[src/rtl/axi_xbar_pkg.sv]
// Shared constants for the AXI crossbar slice.
//   ID_W / ADDR_W / LEN_W / SIZE_W : default AxID / AxADDR / AxLEN / AxSIZE widths
//   BURST_W                        : AxBURST width
//   BURST_FIXED / _INCR / _WRAP    : AxBURST encodings
package axi_xbar_pkg;

  localparam int ID_W    = 4;
  localparam int ADDR_W  = 32;
  localparam int LEN_W   = 4;
  localparam int SIZE_W  = 3;
  localparam int BURST_W = 2;

  localparam logic [BURST_W-1:0] BURST_FIXED = 2'b00;
  localparam logic [BURST_W-1:0] BURST_INCR  = 2'b01;
  localparam logic [BURST_W-1:0] BURST_WRAP  = 2'b10;

endpackage

[src/rtl/axi_ax_fifo_ctrl.sv]
// ax_fifo_ctrl: pointer / occupancy bookkeeping for axi_ax_fifo.
// Works for any DEPTH >= 2; pointers wrap explicitly at DEPTH-1.
// Ports:
//   ACLK     in   clock, rising edge
//   ARESET   in   synchronous reset, active-high
//   push     in   write one entry at wr_ptr (ignored when full)
//   pop      in   retire the entry at rd_ptr (ignored when empty)
//   wr_ptr   out  next slot to write
//   rd_ptr   out  current head slot
//   count    out  occupancy 0..DEPTH
//   full     out  registered, count == DEPTH
//   empty    out  registered, count == 0
module ax_fifo_ctrl #(
  parameter  int DEPTH = 4,
  localparam int PW    = $clog2(DEPTH),
  localparam int CW    = $clog2(DEPTH + 1)
) (
  input  logic          ACLK,
  input  logic          ARESET,
  input  logic          push,
  input  logic          pop,
  output logic [PW-1:0] wr_ptr,
  output logic [PW-1:0] rd_ptr,
  output logic [CW-1:0] count,
  output logic          full,
  output logic          empty
);

  localparam logic [PW-1:0] PTR_LAST = PW'(DEPTH - 1);
  localparam logic [CW-1:0] DEPTH_C  = CW'(DEPTH);

  logic          push_ok;
  logic          pop_ok;
  logic [PW-1:0] wr_ptr_nxt;
  logic [PW-1:0] rd_ptr_nxt;
  logic [CW-1:0] count_nxt;

  always_comb begin
    push_ok    = push & ~full;
    pop_ok     = pop & ~empty;
    wr_ptr_nxt = wr_ptr;
    rd_ptr_nxt = rd_ptr;
    count_nxt  = count;
    if (push_ok) wr_ptr_nxt = (wr_ptr == PTR_LAST) ? '0 : wr_ptr + PW'(1);
    if (pop_ok)  rd_ptr_nxt = (rd_ptr == PTR_LAST) ? '0 : rd_ptr + PW'(1);
    case ({push_ok, pop_ok})
      2'b10:   count_nxt = count + CW'(1);
      2'b01:   count_nxt = count - CW'(1);
      default: count_nxt = count;
    endcase
  end

  // Flags are registered from the next count so s_ready (= !full) never
  // depends combinationally on this cycle's pop.
  always_ff @(posedge ACLK) begin
    if (ARESET) begin
      wr_ptr <= '0;
      rd_ptr <= '0;
      count  <= '0;
      full   <= 1'b0;
      empty  <= 1'b1;
    end else begin
      wr_ptr <= wr_ptr_nxt;
      rd_ptr <= rd_ptr_nxt;
      count  <= count_nxt;
      full   <= (count_nxt == DEPTH_C);
      empty  <= (count_nxt == '0);
    end
  end

endmodule

[src/rtl/axi_ax_fifo.sv]
// axi_ax_fifo: pending-request FIFO for an AXI AR or AW channel, placed
// between a master address port and the crossbar arbiter/decoder.
// Holds up to DEPTH requests (any DEPTH >= 2), in order, payload untouched.
// Optional build macro AX_FIFO_BYPASS_EN: when empty, an incoming request is
// presented on m_* in the same cycle and skips storage if accepted at once.
// Ports:
//   ACLK, ARESET                   clock / synchronous active-high reset
//   s_axid/axaddr/axlen/axsize/axburst, s_valid, s_ready   upstream request
//   m_axid/axaddr/axlen/axsize/axburst, m_valid, m_ready   head request
//   count                          occupancy 0..DEPTH
//   almost_full                    count >= AFULL_THRESH
//   full / empty                   count == DEPTH / count == 0
module axi_ax_fifo
  import axi_xbar_pkg::*;
#(
  parameter  int ID_WIDTH     = ID_W,
  parameter  int ADDR_WIDTH   = ADDR_W,
  parameter  int LEN_WIDTH    = LEN_W,
  parameter  int SIZE_WIDTH   = SIZE_W,
  parameter  int DEPTH        = 4,
  parameter  int AFULL_THRESH = 3,
  localparam int CW           = $clog2(DEPTH + 1)
) (
  input  logic                  ACLK,
  input  logic                  ARESET,
  input  logic [ID_WIDTH-1:0]   s_axid,
  input  logic [ADDR_WIDTH-1:0] s_axaddr,
  input  logic [LEN_WIDTH-1:0]  s_axlen,
  input  logic [SIZE_WIDTH-1:0] s_axsize,
  input  logic [BURST_W-1:0]    s_axburst,
  input  logic                  s_valid,
  output logic                  s_ready,
  output logic [ID_WIDTH-1:0]   m_axid,
  output logic [ADDR_WIDTH-1:0] m_axaddr,
  output logic [LEN_WIDTH-1:0]  m_axlen,
  output logic [SIZE_WIDTH-1:0] m_axsize,
  output logic [BURST_W-1:0]    m_axburst,
  output logic                  m_valid,
  input  logic                  m_ready,
  output logic [CW-1:0]         count,
  output logic                  almost_full,
  output logic                  full,
  output logic                  empty
);

  localparam int            PW   = $clog2(DEPTH);
  localparam int            PLW  = ID_WIDTH + ADDR_WIDTH + LEN_WIDTH + SIZE_WIDTH + BURST_W;
  localparam logic [CW-1:0] AF_C = CW'(AFULL_THRESH);

  logic [PLW-1:0] mem [DEPTH];
  logic [PLW-1:0] wr_data;
  logic [PLW-1:0] head;
  logic [PLW-1:0] m_payload;
  logic [PW-1:0]  wr_ptr;
  logic [PW-1:0]  rd_ptr;
  logic           pass_through;
  logic           push;
  logic           pop;

  assign wr_data = {s_axid, s_axaddr, s_axlen, s_axsize, s_axburst};
  assign head    = mem[rd_ptr];

`ifdef AX_FIFO_BYPASS_EN
  logic bypass;
  assign bypass       = empty & s_valid;
  assign m_valid      = ~empty | s_valid;
  assign m_payload    = bypass ? wr_data : head;
  // Accepted in the same cycle it arrived: neither stored nor counted.
  assign pass_through = bypass & m_ready;
`else
  assign m_valid      = ~empty;
  assign m_payload    = head;
  assign pass_through = 1'b0;
`endif

  assign {m_axid, m_axaddr, m_axlen, m_axsize, m_axburst} = m_payload;

  assign s_ready     = ~full;
  assign push        = s_valid & s_ready & ~pass_through;
  assign pop         = m_valid & m_ready & ~pass_through;
  assign almost_full = (count >= AF_C);

  ax_fifo_ctrl #(.DEPTH(DEPTH)) u_ctrl (
    .ACLK   (ACLK),
    .ARESET (ARESET),
    .push   (push),
    .pop    (pop),
    .wr_ptr (wr_ptr),
    .rd_ptr (rd_ptr),
    .count  (count),
    .full   (full),
    .empty  (empty)
  );

  // Storage is deliberately not reset; only the pointers define validity.
  always_ff @(posedge ACLK) begin
    if (push && !ARESET) mem[wr_ptr] <= wr_data;
  end

endmodule

[config.mk]
export PLATFORM = sky130hd
export DESIGN_NAME = axi_ax_fifo
export DESIGN_NICKNAME = d
export VERILOG_FILES = /design/src/rtl/axi_xbar_pkg.sv /design/src/rtl/axi_ax_fifo_ctrl.sv /design/src/rtl/axi_ax_fifo.sv
export SDC_FILE = /design/constraint.sdc
export NUM_CORES = 1
export LEC_CHECK = 0
export BUFFER_PORTS_ARGS = -buffer_cell sky130_fd_sc_hd__buf_2
export CAP_MARGIN = 20
export CORE_ASPECT_RATIO = 0.5
export CORE_MARGIN = 2
export CORE_UTILIZATION = 48
export DETAILED_ROUTE_END_ITERATION = 12
export MAX_ROUTING_LAYER = met4
export PLACE_DENSITY = 0.73
export SYNTH_ARGS = -nofsm -noshare
export SYNTH_HDL_FRONTEND = slang
export SYNTH_SLANG_ARGS = --single-unit
[constraint.sdc]
create_clock -name ACLK -period 2.7 [get_ports ACLK]
set_input_delay 0.135 -clock ACLK [delete_from_list [all_inputs] [get_ports ACLK]]
set_output_delay 0.135 -clock ACLK [all_outputs]
set_load 0.1 [all_outputs]
Word-level counts from Yosys, hierarchy flattened
Memory sizes are Yosys's and may differ from the RTL's. A register that Yosys moved wholly into a read port is not among the register bits.
Index checks and enable logic that the tools add are counted.
{"block": "word_totals", "ramBits": 180, "wordCells": 32, "mem_count": 1, "input_bits": 49, "register_bits": 9, "output_inout_bits": 53}
{"block": "classes", "mux": 7, "reduce_logical": 3, "n_eq_ne": 5, "addsub": 4, "bitwise_logic": 6, "magnitude_cmp": 1}
{"name": "mem", "depth": 4, "word_bits": 45, "rd": 1, "rd_ports_with_merged_regs": 1, "wr": 1, "line_no": "axi_ax_fifo.sv:50", "source": "logic [PLW-1:0] mem [DEPTH];"}
{"op": "$mux W2", "count": 4}
{"op": "$eq A2 B2 Y1 const B", "count": 3}
{"op": "$pmux W3 S2", "count": 1}
{"op": "$add A2 B1 Y2 const B", "count": 2}
{"op": "$and A1 B1 Y1", "count": 4}
{"op": "$add A3 B1 Y3 const B", "count": 1}
{"op": "$eq A3 B3 Y1 const B", "count": 1}
{"op": "$ge A3 B2 Y1 const B", "count": 1}
{"op": "$logic_not A3 Y1", "count": 1}
{"op": "$sub A3 B1 Y3 const B", "count": 1}
{"op": "$eq A2 B1 Y1 const B", "count": 1}
{"op": "$mux W1", "count": 2}
{"op": "$not A1 Y1", "count": 2}
{"op": "$logic_and A1 B1 Y1", "count": 1}
{"op": "$logic_not A1 Y1", "count": 1}

Longest topological paths before layout
Gate-level depths: netlist (run 1).
{"block": "depth", "word_depth": 6, "depth_mapped": 8, "ltp_nobuf": 8}

Modules after synthesis
From an unflattened synthesis (run 1), not the netlist that was laid out.
{"block": "hier_totals", "cells_unflattened": 291, "area_unflattened_um2": 7071.8}
{"mod": "axi_ax_fifo", "cells_per_inst": 246, "area_each_um2": 6625.1, "seq_area_each_um2": 5405.2, "instances": 1}
{"mod": "ax_fifo_ctrl", "cells_per_inst": 45, "area_each_um2": 446.7, "seq_area_each_um2": 180.2, "instances": 1}

Least setup slack after synthesis (run 1)
Ideal clock, no wire load.
{"block": "synth_timing", "path_kind": "register -> register", "startpoint": "register u_ctrl.full", "endpoint": "memory mem[0][0] in the netlist's numbering, enable pin", "t_required_ps": 2293, "t_arrival_ps": 2332, "setup_ps": 407, "slack_ps": -39, "synth_period_minus_slack_ps": 2739, "n_path_buf": 0, "path_stages_with_launch": 5, "path_cell_list": "dfxtp_1 -> nor2b_1 -> inv_1 -> nor2_1 -> and2_1"}
{"block": "synth_via", "elab_chain_len": 5}
{"element": "start, declared", "line_no": "axi_ax_fifo_ctrl.sv:25", "source": "output logic full,"}
{"element": "start signal, assigned", "line_no": "axi_ax_fifo_ctrl.sv:66", "source": "full <= (count_nxt == DEPTH_C);"}
{"element": "$not A1 Y1", "line_no": "axi_ax_fifo.sv:78", "source": "assign s_ready = ~full;"}
{"element": "$and A1 B1 Y1", "line_no": "axi_ax_fifo.sv:79", "source": "assign push = s_valid & s_ready & ~pass_through;"}
{"element": "$logic_and A1 B1 Y1", "line_no": "axi_ax_fifo.sv:97", "source": "if (push && !ARESET) mem[wr_ptr] <= wr_data;"}
{"element": "$mux W1", "line_no": "axi_ax_fifo.sv:97"}
{"element": "$mux W1 (implied by the code)", "line_no": "axi_ax_fifo.sv:97"}
{"element": "end, declared", "line_no": "axi_ax_fifo.sv:50"}
No other way between the ends.

==> results by group, run 1 <==
Setup path
  • CP Cell Sequence: buf_12 > mux4_1 > buf_2
  • Worst-path fanout max: 45
  • Critical Path Start Type: flop
  • Critical Path End Type: primary output
  • Critical path's slowest cell: mux4_1
  • CP peak stage delay: 0.61 ns
  • CP top delay family: buffers and inverters
  • Critical path buffer and inverter count: 2
  • Worst Path Required: 2.57 ns
  • CP Class: flop to primary output
  • Critical path arrival: 2.05 ns

Floorplan
  • I/O pin cnt: 102
  • Die H: 90.1 um
  • Initial Util: 49.2%
  • Core area: 14500 um2
  • Std cell rows: 31
  • Die Width: 176 um
  • Die area: 15900 um2

Power and ir drop
  • Switching Power: 3.00 mW
  • Logic gate share of total power: 28.6%
  • Peak VDD IR: 0.913 mV
  • Sw frac: 36.9%
  • Tot Pwr: 8.15 mW
  • Clock power share: 29.0%
  • Sequential Power Share: 42.4%
  • P_leak: 3.08 nW
  • Pint: 5.15 mW
  • PwrDens: 915 nW/um2

Placement
  • Detail Placement HPWL: 6.46 mm
  • Dpl cells: 590
  • GP Congestion: 0.705
  • Pre-CTS setup slack: 0.539 ns
  • Port Buffer Count: 101

Cells and area
  • Final net count: 513
  • Share of cells above drive strength 1: 40.4%
  • Synth-to-layout area growth: 25.1%
  • Footprint of the multi-input gates: 1340 um2
  • Fill count: 991
  • Most frequent cells in the layout: edfxtp_1, buf_2, dlygate4sd3_1, mux4_2, clkbuf_16
  • Sequential cell area: 5630 um2
  • Layout Cells excl Fill: 668
  • Commonest non-fill, non-tap cell in the layout: edfxtp_1
  • Number of inserted diodes: 0

Timing
  • Unrepaired setup endpoints after global routing: false
  • Rel. slew slack: 66.7%
  • Fin Setup TNS: 0 ns
  • Hold slack: 0.114 ns
  • Worst-margin pin slew: 0.503 ns
  • Pins Over Slew Limit: 0
  • Clock period minus worst slack: 2.19 ns
  • Final setup violating endpoints: 0
  • Final WS setup: 0.513 ns
  • Period utilization: 81.0%
  • Worst Skew: 0.00814 ns
  • Fin. Hold Viols: 0
  • Max Clock Freq: 457 MHz

Yosys
  • Mapped Area: 7120 um2
  • Syn_area_per_cell: 24.1 um2
  • Syn nets: 351
  • Register area share after synthesis: 79.0%
  • Netlist cell types: 27
  • Syn Inst Count: 295
  • Yosys reg bits: 191
  • Synth Warn #: 0

Drt
  • Post-DR wirelength/cell: 17.8 um
  • 1st-iter DRT viols: 231
  • Residual DRC: 0
  • Remaining antenna violation count after routing: 0
  • DR vias: 3399
  • First-pass DRT Iterations: 4
  • Post-Route WL: 11.9 mm
  • Via density: 5.09

CTS
  • H-tree levels: 4
  • Worst skew pair latency: 0.42 ns
  • CTS tree: done
  • Post_cts resized: 0
  • CTS root buffer: clkbuf_16
  • Sink Count: 191
  • TritonCTS buffer count: 17
  • Clock slew at reported path FFs: 0.07 ns
  • Hold buffer count at cts: 46
  • Clock tree buffer depth: 2
  • Post-CTS setup buffers: 0

Global route
  • Busiest grt layer: met2
  • First-pass GRT wire length: 18.9 mm
  • M2 GR Usage: 26.8%
  • GR Util met3: 4.06%
  • Gr ovfl total: 0
  • Largest net degree at the start of global routing: 46
  • Routing usage on met1: 20.2%
  • Initial antenna violation count: 0
  • Vias in the first global route: 3697
  • Global Route Usage Sum: 16.4%

Status
  • Status: finished clean

Min path
  • HP Class: input pin to flop

Job
  • Max-cap violations: 0
[worst paths after layout]
check,start,to,slack [ns],cells after the start
max,flop,m_axid[3],0.51,3
min,s_valid,u_ctrl.wr_ptr[1]$_SDFFE_PP0N_,0.11,4
max reg2reg,u_ctrl.empty$_SDFF_PP1_,u_ctrl.empty$_SDFF_PP1_,0.55,7
min reg2reg,u_ctrl.wr_ptr[1]$_SDFFE_PP0N_,u_ctrl.wr_ptr[1]$_SDFFE_PP0N_,0.51,2
[cell families after synthesis]
logic type	synth area share, %
xor gates and xnor gates	0.246
buffers and inverters	2.21
muxes	14.9
AOI/OAI and AO/OA	0.633
DFF	79.0
adders and majority gates	1.34
and+or+nand+nor	1.63
[Yosys cell counts, drive strengths merged]
cell type	n	area share, %
and3	1	0.088
and2	4	0.35
a21o	1	0.11
a21oi	3	0.21
nor2b	2	0.18
buf	10	1.7
xor2	2	0.25
a211o	1	0.14
o21ai	1	0.070
a211oi	1	0.11
and2b	2	0.23
fa	1	0.28
edfxtp	180	76
mux2i	3	0.42
nor3b	1	0.11
or4	1	0.16
nor2	7	0.37
nand2	3	0.16
mux4	45	14
clkbuf	1	0.070
dfxtp	11	3.1
ha	6	1.1
inv	8	0.42
[final cells by class]
| class | count | share of cell area [%] |
|---|---|---|
| sequential | 191 | 63.2 |
| multi-input combinational | 85 | 15.1 |
| timing repair buffer | 154 | 12.1 |
| clock buffer | 17 | 4.78 |
| tap | 198 | 2.78 |
| clock inverter | 15 | 1.66 |
| inverter | 8 | 0.337 |
[worst reg2reg max path, delay by kind of cell, from the launching register on]
kind	cells	cell delay, ns
flops	1	0.33
simple gates	3	0.89
fa+ha+maj	2	0.62
xor+xnor	1	0.16
buf+inv	1	0.06
[sequential cells by signal, indices dropped and copies added, names as in the netlist, named ones only]
name and flops:
mem 180, u_ctrl.wr_ptr 2, u_ctrl.empty 1, u_ctrl.full 1, u_ctrl.rd_ptr 2, u_ctrl.count 3
[through the flow]
step / utilization (%) / instance area [um2]
2_1_floorplan: - / 7130
3_3_place_gp: 54.4 / 7870
5_1_grt: 61.5 / 8900
3_5_place_dp: 54.4 / 7870
4_1_cts: 61.5 / 8900
6_report: 61.5 / 8900
[metal layers]
| layer | up-vias | share of wire [%] |
|---|---|---|
| met2 | 81 | 53 |
| met3 | 12 | 4.4 |
| met4 | 0 | 0.97 |
| li1 | 1554 | - |
| met5 | - | 0 |
| met1 | 1752 | 42 |
[power groups by stage]
stage               Combinational, mW  Clock [mW]  Sequential (mW)
floorplan                        1.82           0             3.69
global placement                 2.29           0             3.51
detailed placement               2.30           0             3.52
CTS                              2.36        2.42             3.45
global route                     2.43        2.52             3.47
finish                           2.33        2.37             3.45
Note: power is estimated with default switching activity, not from simulation.
==> inputs of run 2 (changes only) <==
--- a/config.mk
+++ b/config.mk
@@ -12,7 +12,7 @@
 export CORE_UTILIZATION = 48
 export DETAILED_ROUTE_END_ITERATION = 12
 export MAX_ROUTING_LAYER = met4
-export PLACE_DENSITY = 0.73
+export PLACE_DENSITY = 0.75
 export SYNTH_ARGS = -nofsm -noshare
 export SYNTH_HDL_FRONTEND = slang
 export SYNTH_SLANG_ARGS = --single-unit
==> constraint.sdc (replaced) <==
create_clock -name ACLK -period 1.8 [get_ports ACLK]
set_input_delay 0.09 -clock ACLK [delete_from_list [all_inputs] [get_ports ACLK]]
set_output_delay 0.09 -clock ACLK [all_outputs]
set_load 0.1 [all_outputs]
==> results by group, run 2 (synthesis gave the netlist of run 1 again) <==
Global route
  • Initial antenna violation count: 0
  • M2 GR Usage: 29.9%
  • Routing usage on met1: 22.5%
  • First-pass GRT wire length: 20.3 mm
  • Vias in the first global route: 3791
  • Largest net degree at the start of global routing: 29
  • Busiest grt layer: met2
  • Global Route Usage Sum: 17.7%
  • Gr ovfl total: 0
  • GR Util met3: 2.75%

CTS
  • CTS root buffer: clkbuf_16
  • CTS tree: done
  • Sink Count: 191
  • Clock slew at reported path FFs: 0.07 ns
  • Worst skew pair latency: 0.41 ns
  • TritonCTS buffer count: 17
  • H-tree levels: 4
  • Clock tree buffer depth: 2

Timing
  • Worst Skew: 0.00725 ns
  • Period utilization: 107%
  • Worst-margin pin slew: 0.494 ns
  • Unrepaired setup endpoints after global routing: true
  • Pins Over Slew Limit: 0
  • Final WS setup: -0.127 ns
  • Fin. Hold Viols: 0
  • Clock period minus worst slack: 1.93 ns
  • Max Clock Freq: 519 MHz
  • Rel. slew slack: 67.3%
  • Final setup violating endpoints: 38
  • Hold slack: 0.0507 ns

Cells and area
  • Finished layout cell area: 9840 um2
  • Synth-to-layout area growth: 38.2%
  • Final net count: 539
  • Layout Cells excl Fill: 694
  • Reg with most FFs: mem
  • Number of inserted diodes: 0
  • Largest regs: mem (180), u_ctrl.count (3)
  • Commonest non-fill, non-tap cell in the layout: edfxtp_1
  • Most frequent cells in the layout: edfxtp_1, buf_2, dlygate4sd3_1, mux4_2, buf_12
  • Max reg flops: 180
  • Share of cells above drive strength 1: 47.0%

Placement
  • Port Buffer Count: 101
  • Dpl cells: 607
  • Pre-CTS setup slack: -0.0676 ns
  • GP Congestion: 0.718
  • Detail Placement HPWL: 8.20 mm
  • Placed cell area: 8470 um2

Setup path
  • Worst setup path endpoint: m_axaddr[1]
  • CP top delay family: multiplexers
  • Critical Path End Type: primary output
  • CP Cell Sequence: buf_12 > buf_12 > mux4_2 > buf_8
  • R2R depth: 7
  • Worst-path fanout max: 8
  • Critical path's slowest cell: mux4_2
  • Reg2reg end: u_ctrl.empty$_SDFF_PP1_
  • CP peak stage delay: 0.55 ns
  • Critical path's most frequent cell: buf_12
  • Levels on crit path: 4
  • Critical path buffer and inverter count: 3
  • Critical path arrival: 1.84 ns
  • CP Class: flop to primary output
  • Reg2Reg Setup Slack: -0.06 ns
  • RR Startpoint: u_ctrl.empty$_SDFF_PP1_
  • Critical Path Start Type: flop
  • Worst Path Required: 1.71 ns

Floorplan
  • Die area: 15900 um2
  • Std cell rows: 31
  • Core area: 14500 um2
  • Initial Util: 49.2%
  • Die Width: 176 um
  • Die H: 90.1 um
  • I/O pin cnt: 102

Drt
  • First-pass DRT Iterations: 4
  • Post-Route WL: 12.9 mm
  • Via density: 5.02
  • 1st-iter DRT viols: 149
  • DR vias: 3487
  • Residual DRC: 0
  • Post-DR wirelength/cell: 18.6 um
  • Remaining antenna violation count after routing: 0

Job
  • Max-cap violations: 0

Status
  • Violations in the final reports: negative setup slack
  • Status: finished, violations left

Min path
  • HP Class: input pin to flop

Power and ir drop
  • Peak VDD IR: 0.771 mV
  • PwrDens: 1360 nW/um2
  • P_leak: 3.44 nW
  • Tot Pwr: 13.3 mW
==> run 2: changes by cell type in the layout (fill, tap and decap cells not counted), sizes merged <==
cell	before	now
clkinvlp	0	4
buf	108	135
dlygate4sd3	46	45
bufinv	0	1
clkinv	8	3
==> run 2: timing repair <==
action,CTS,global route
hold endpoints to repair,180,0
pin swaps,1,1
endpoints found under the setup margin,47,138
gates resized for setup,64,10
setup buffers,7,5
cloned,1,0
hold buffers,45,0
==> run 2: routing by layer <==
metal / routed length (um) / up-vias
met3: 271 / 9
met4: 107 / 0
met5: 0 / -
met2: 6820 / 53
met1: 5690 / 1815
li1: - / 1610
==> run 2: tightest hold or removal path: cells and delay by family <==
kind                   cells  cell delay, ns
buffers and inverters      2            0.28
AND/OR/NAND/NOR            1            0.05
==> run 2: stage by stage <==
step	TNS, ns	util (%)
final	-3.04	68.0
after global routing	-5.72	68.0
after CTS	-4.74	67.8
after detailed placement	-0.0740	58.6
after global placement	-0.0174	58.6
after floorplan	-0.415	-
==> run 2: worst min-delay path by stage <==
stage	end	start	cells after the start	slack [ns]
after floorplan	mem[0][0]$_DFFE_PP_	s_axburst[0]	0	0.19
after global placement	mem[1][19]$_DFFE_PP_	s_axaddr[10]	1	0.30
after detailed placement	mem[3][41]$_DFFE_PP_	s_axid[0]	1	0.31
final	u_ctrl.count[0]$_SDFF_PP0_	ARESET	3	0.05
after global routing	u_ctrl.count[1]$_SDFF_PP0_	ARESET	3	0.06
after CTS	u_ctrl.count[1]$_SDFF_PP0_	ARESET	3	0.03
==> run 2: report_power, final <==
part / switching [mW] / total, mW / internal (mW) / leakage [nW]
combinational: 2.89 / 4.45 / 1.56 / 1.43
sequential: 0.117 / 5.22 / 5.10 / 1.73
clock: 1.69 / 3.67 / 1.98 / 0.280
total: 4.70 / 13.3 / 8.65 / 3.44
==> run 2: area by class of cell <==
class | instances | area [um2]
flip-flops and latches | 191 | 5650
fillers | 904 | 4630
repair buffers | 180 | 1940
multi-input cells | 85 | 1380
clock buffers | 17 | 425
well taps | 198 | 248
clock inverters | 15 | 173
inverters | 8 | 30.0
==> inputs of run 3 (changes only) <==
--- a/config.mk
+++ b/config.mk
@@ -7,12 +7,11 @@
 export LEC_CHECK = 0
 export BUFFER_PORTS_ARGS = -buffer_cell sky130_fd_sc_hd__buf_2
 export CAP_MARGIN = 20
-export CORE_ASPECT_RATIO = 0.5
+export CORE_ASPECT_RATIO = 0.9
 export CORE_MARGIN = 2
-export CORE_UTILIZATION = 48
+export CORE_UTILIZATION = 51
 export DETAILED_ROUTE_END_ITERATION = 12
-export MAX_ROUTING_LAYER = met4
-export PLACE_DENSITY = 0.75
+export PLACE_DENSITY = 0.79
 export SYNTH_ARGS = -nofsm -noshare
 export SYNTH_HDL_FRONTEND = slang
 export SYNTH_SLANG_ARGS = --single-unit
==> results by group, run 3 (synthesis gave the netlist of run 1 again) <==
Status
  • Status: finished, violations left
  • Violations in the final reports: negative setup slack

Cells and area
  • Number of inserted diodes: 0
  • Share of cells above drive strength 1: 45.3%
  • Final net count: 532
  • Synth-to-layout area growth: 34.0%
  • Fill count: 821
  • Largest regs: mem (180), u_ctrl.count (3)
  • Reg with most FFs: mem
  • Commonest non-fill, non-tap cell in the layout: edfxtp_1
  • Layout Cells excl Fill: 656
  • Max reg flops: 180
  • Most frequent cells in the layout: edfxtp_1, buf_2, dlygate4sd3_1, mux4_2, buf_6

Floorplan
  • Die Width: 129 um
  • Die H: 116 um
  • Initial Util: 52.7%
  • Std cell rows: 40
  • Core area: 13500 um2
  • I/O pin cnt: 102
  • Die area: 14900 um2

Global route
  • Gr ovfl total: 0
  • First-pass GRT wire length: 20.1 mm
  • Vias in the first global route: 3762
  • Largest net degree at the start of global routing: 30
  • Initial antenna violation count: 0
  • Global Route Usage Sum: 18.6%

Setup path
  • RR Startpoint: u_ctrl.empty$_SDFF_PP1_
  • CP peak stage delay: 0.53 ns
  • Reg2Reg Setup Slack: -0.11 ns
  • Critical Path Start Type: flop
  • CP Class: flop to primary output
  • Worst Path Required: 1.71 ns
  • Critical path's slowest cell: mux4_2
  • Critical path arrival: 1.82 ns
  • Critical path's most frequent cell: buf_12
  • Critical path buffer and inverter count: 3
  • Critical Path End Type: primary output
  • CP top delay family: multiplexers
  • Worst-path fanout max: 6
  • CP Cell Sequence: buf_12 > buf_16 > mux4_2 > buf_12

CTS
  • Clock slew at reported path FFs: 0.06 ns
  • Worst skew pair latency: 0.42 ns
  • H-tree levels: 4
  • CTS root buffer: clkbuf_16
  • Clock tree buffer depth: 2
  • Sink Count: 191
  • CTS tree: done
  • TritonCTS buffer count: 17

Timing
  • Final setup violating endpoints: 47
  • Worst Skew: 0.00840 ns
  • Max Clock Freq: 523 MHz
  • Final WS setup: -0.114 ns
  • Unrepaired setup endpoints after global routing: true
  • Worst-margin pin slew: 0.485 ns
  • Period utilization: 106%
  • Fin. Hold Viols: 0
  • Clock period minus worst slack: 1.91 ns
  • Rel. slew slack: 67.9%
  • Pins Over Slew Limit: 0

Drt
  • Post-DR wirelength/cell: 19.9 um
  • Via density: 5.33
  • Post-Route WL: 13.1 mm
  • Remaining antenna violation count after routing: 0
  • Residual DRC: 0
  • First-pass DRT Iterations: 4
  • 1st-iter DRT viols: 223
  • DR vias: 3498

Power and ir drop
  • Peak VDD IR: 1.47 mV
  • PwrDens: 1380 nW/um2
  • P_leak: 3.33 nW

Placement
  • GP Congestion: 0.697
  • Dpl cells: 573
  • Pre-CTS setup slack: -0.101 ns
  • Port Buffer Count: 101
  • Detail Placement HPWL: 7.55 mm

Min path
  • HP Class: input pin to flop
  • Worst Hold Launch: m_ready

Job
  • Max-cap violations: 0
[run 3: cell types whose count changed in the layout (fill, tap and decap cells not counted), sizes merged]
cell	change
inv	-7
clkinvlp	-1
bufinv	+3
clkinv	+2
clkbuf	+2
buf	-8
dlygate4sd3	+1
[run 3: area by class of cell]
class	count	area, um2	area share, %
Clock buffer	19	433	4.54
Clock inverter	12	169	1.77
Inverter	8	32.5	0.341
Multi-Input combinational cell	85	1380	14.4
Sequential cell	191	5650	59.2
Tap cell	168	210	2.20
Timing Repair Buffer	173	1680	17.6
[run 3: worst paths after layout]
path | endpoint | depth (start not counted)
max | m_axburst[0] | 4
max reg2reg | u_ctrl.empty$_SDFF_PP1_ | 7
min | u_ctrl.count[1]$_SDFF_PP0_ | 4
min reg2reg | u_ctrl.wr_ptr[1]$_SDFFE_PP0N_ | 2
[run 3: tightest hold or removal path, cell delays in order]
cell	delay [ns]
buf_2	0.08
nor2b_4	0.16
ha_4	0.17
a211oi_2	0.08
[run 3: power breakdown]
| part | internal, mW | switching, mW | total, mW | leakage, nW |
|---|---|---|---|---|
| clock network | 2.30 | 1.48 | 3.78 | 0.284 |
| logic | 1.33 | 2.88 | 4.21 | 1.32 |
| registers | 5.11 | 0.112 | 5.22 | 1.73 |
[run 3: routing by layer]
layer / share of wire [%] / global-route usage (%)
met5: 0 / 0
met4: 1.1 / 5.36
met3: 4.8 / 5.03
met2: 51 / 31.5
met1: 43 / 24.0
[run 3: stage by stage]
stage	utilization, %	cell area (um2)	hold slack [ns]	power, mW	TNS (ns)
after global routing	70.6	9540	0.203	13.6	-5.58
after global placement	59.6	8060	0.299	8.85	-0.0123
final	70.6	9540	0.208	13.2	-2.16
after floorplan	-	7170	0.189	8.33	-0.415
after detailed placement	59.6	8060	0.309	8.92	-0.107
after CTS	70.6	9540	0.160	13.3	-4.56
[run 3: repair_timing]
action / 4_1_cts / 5_1_grt
cloned: 3 / 0
hold buffers: 46 / 0
pin swaps: 2 / 1
setup buffers: 3 / 1
endpoints found under the hold margin: 184 / 0
gates resized for setup: 104 / 5
setup endpoints to repair: 48 / 49
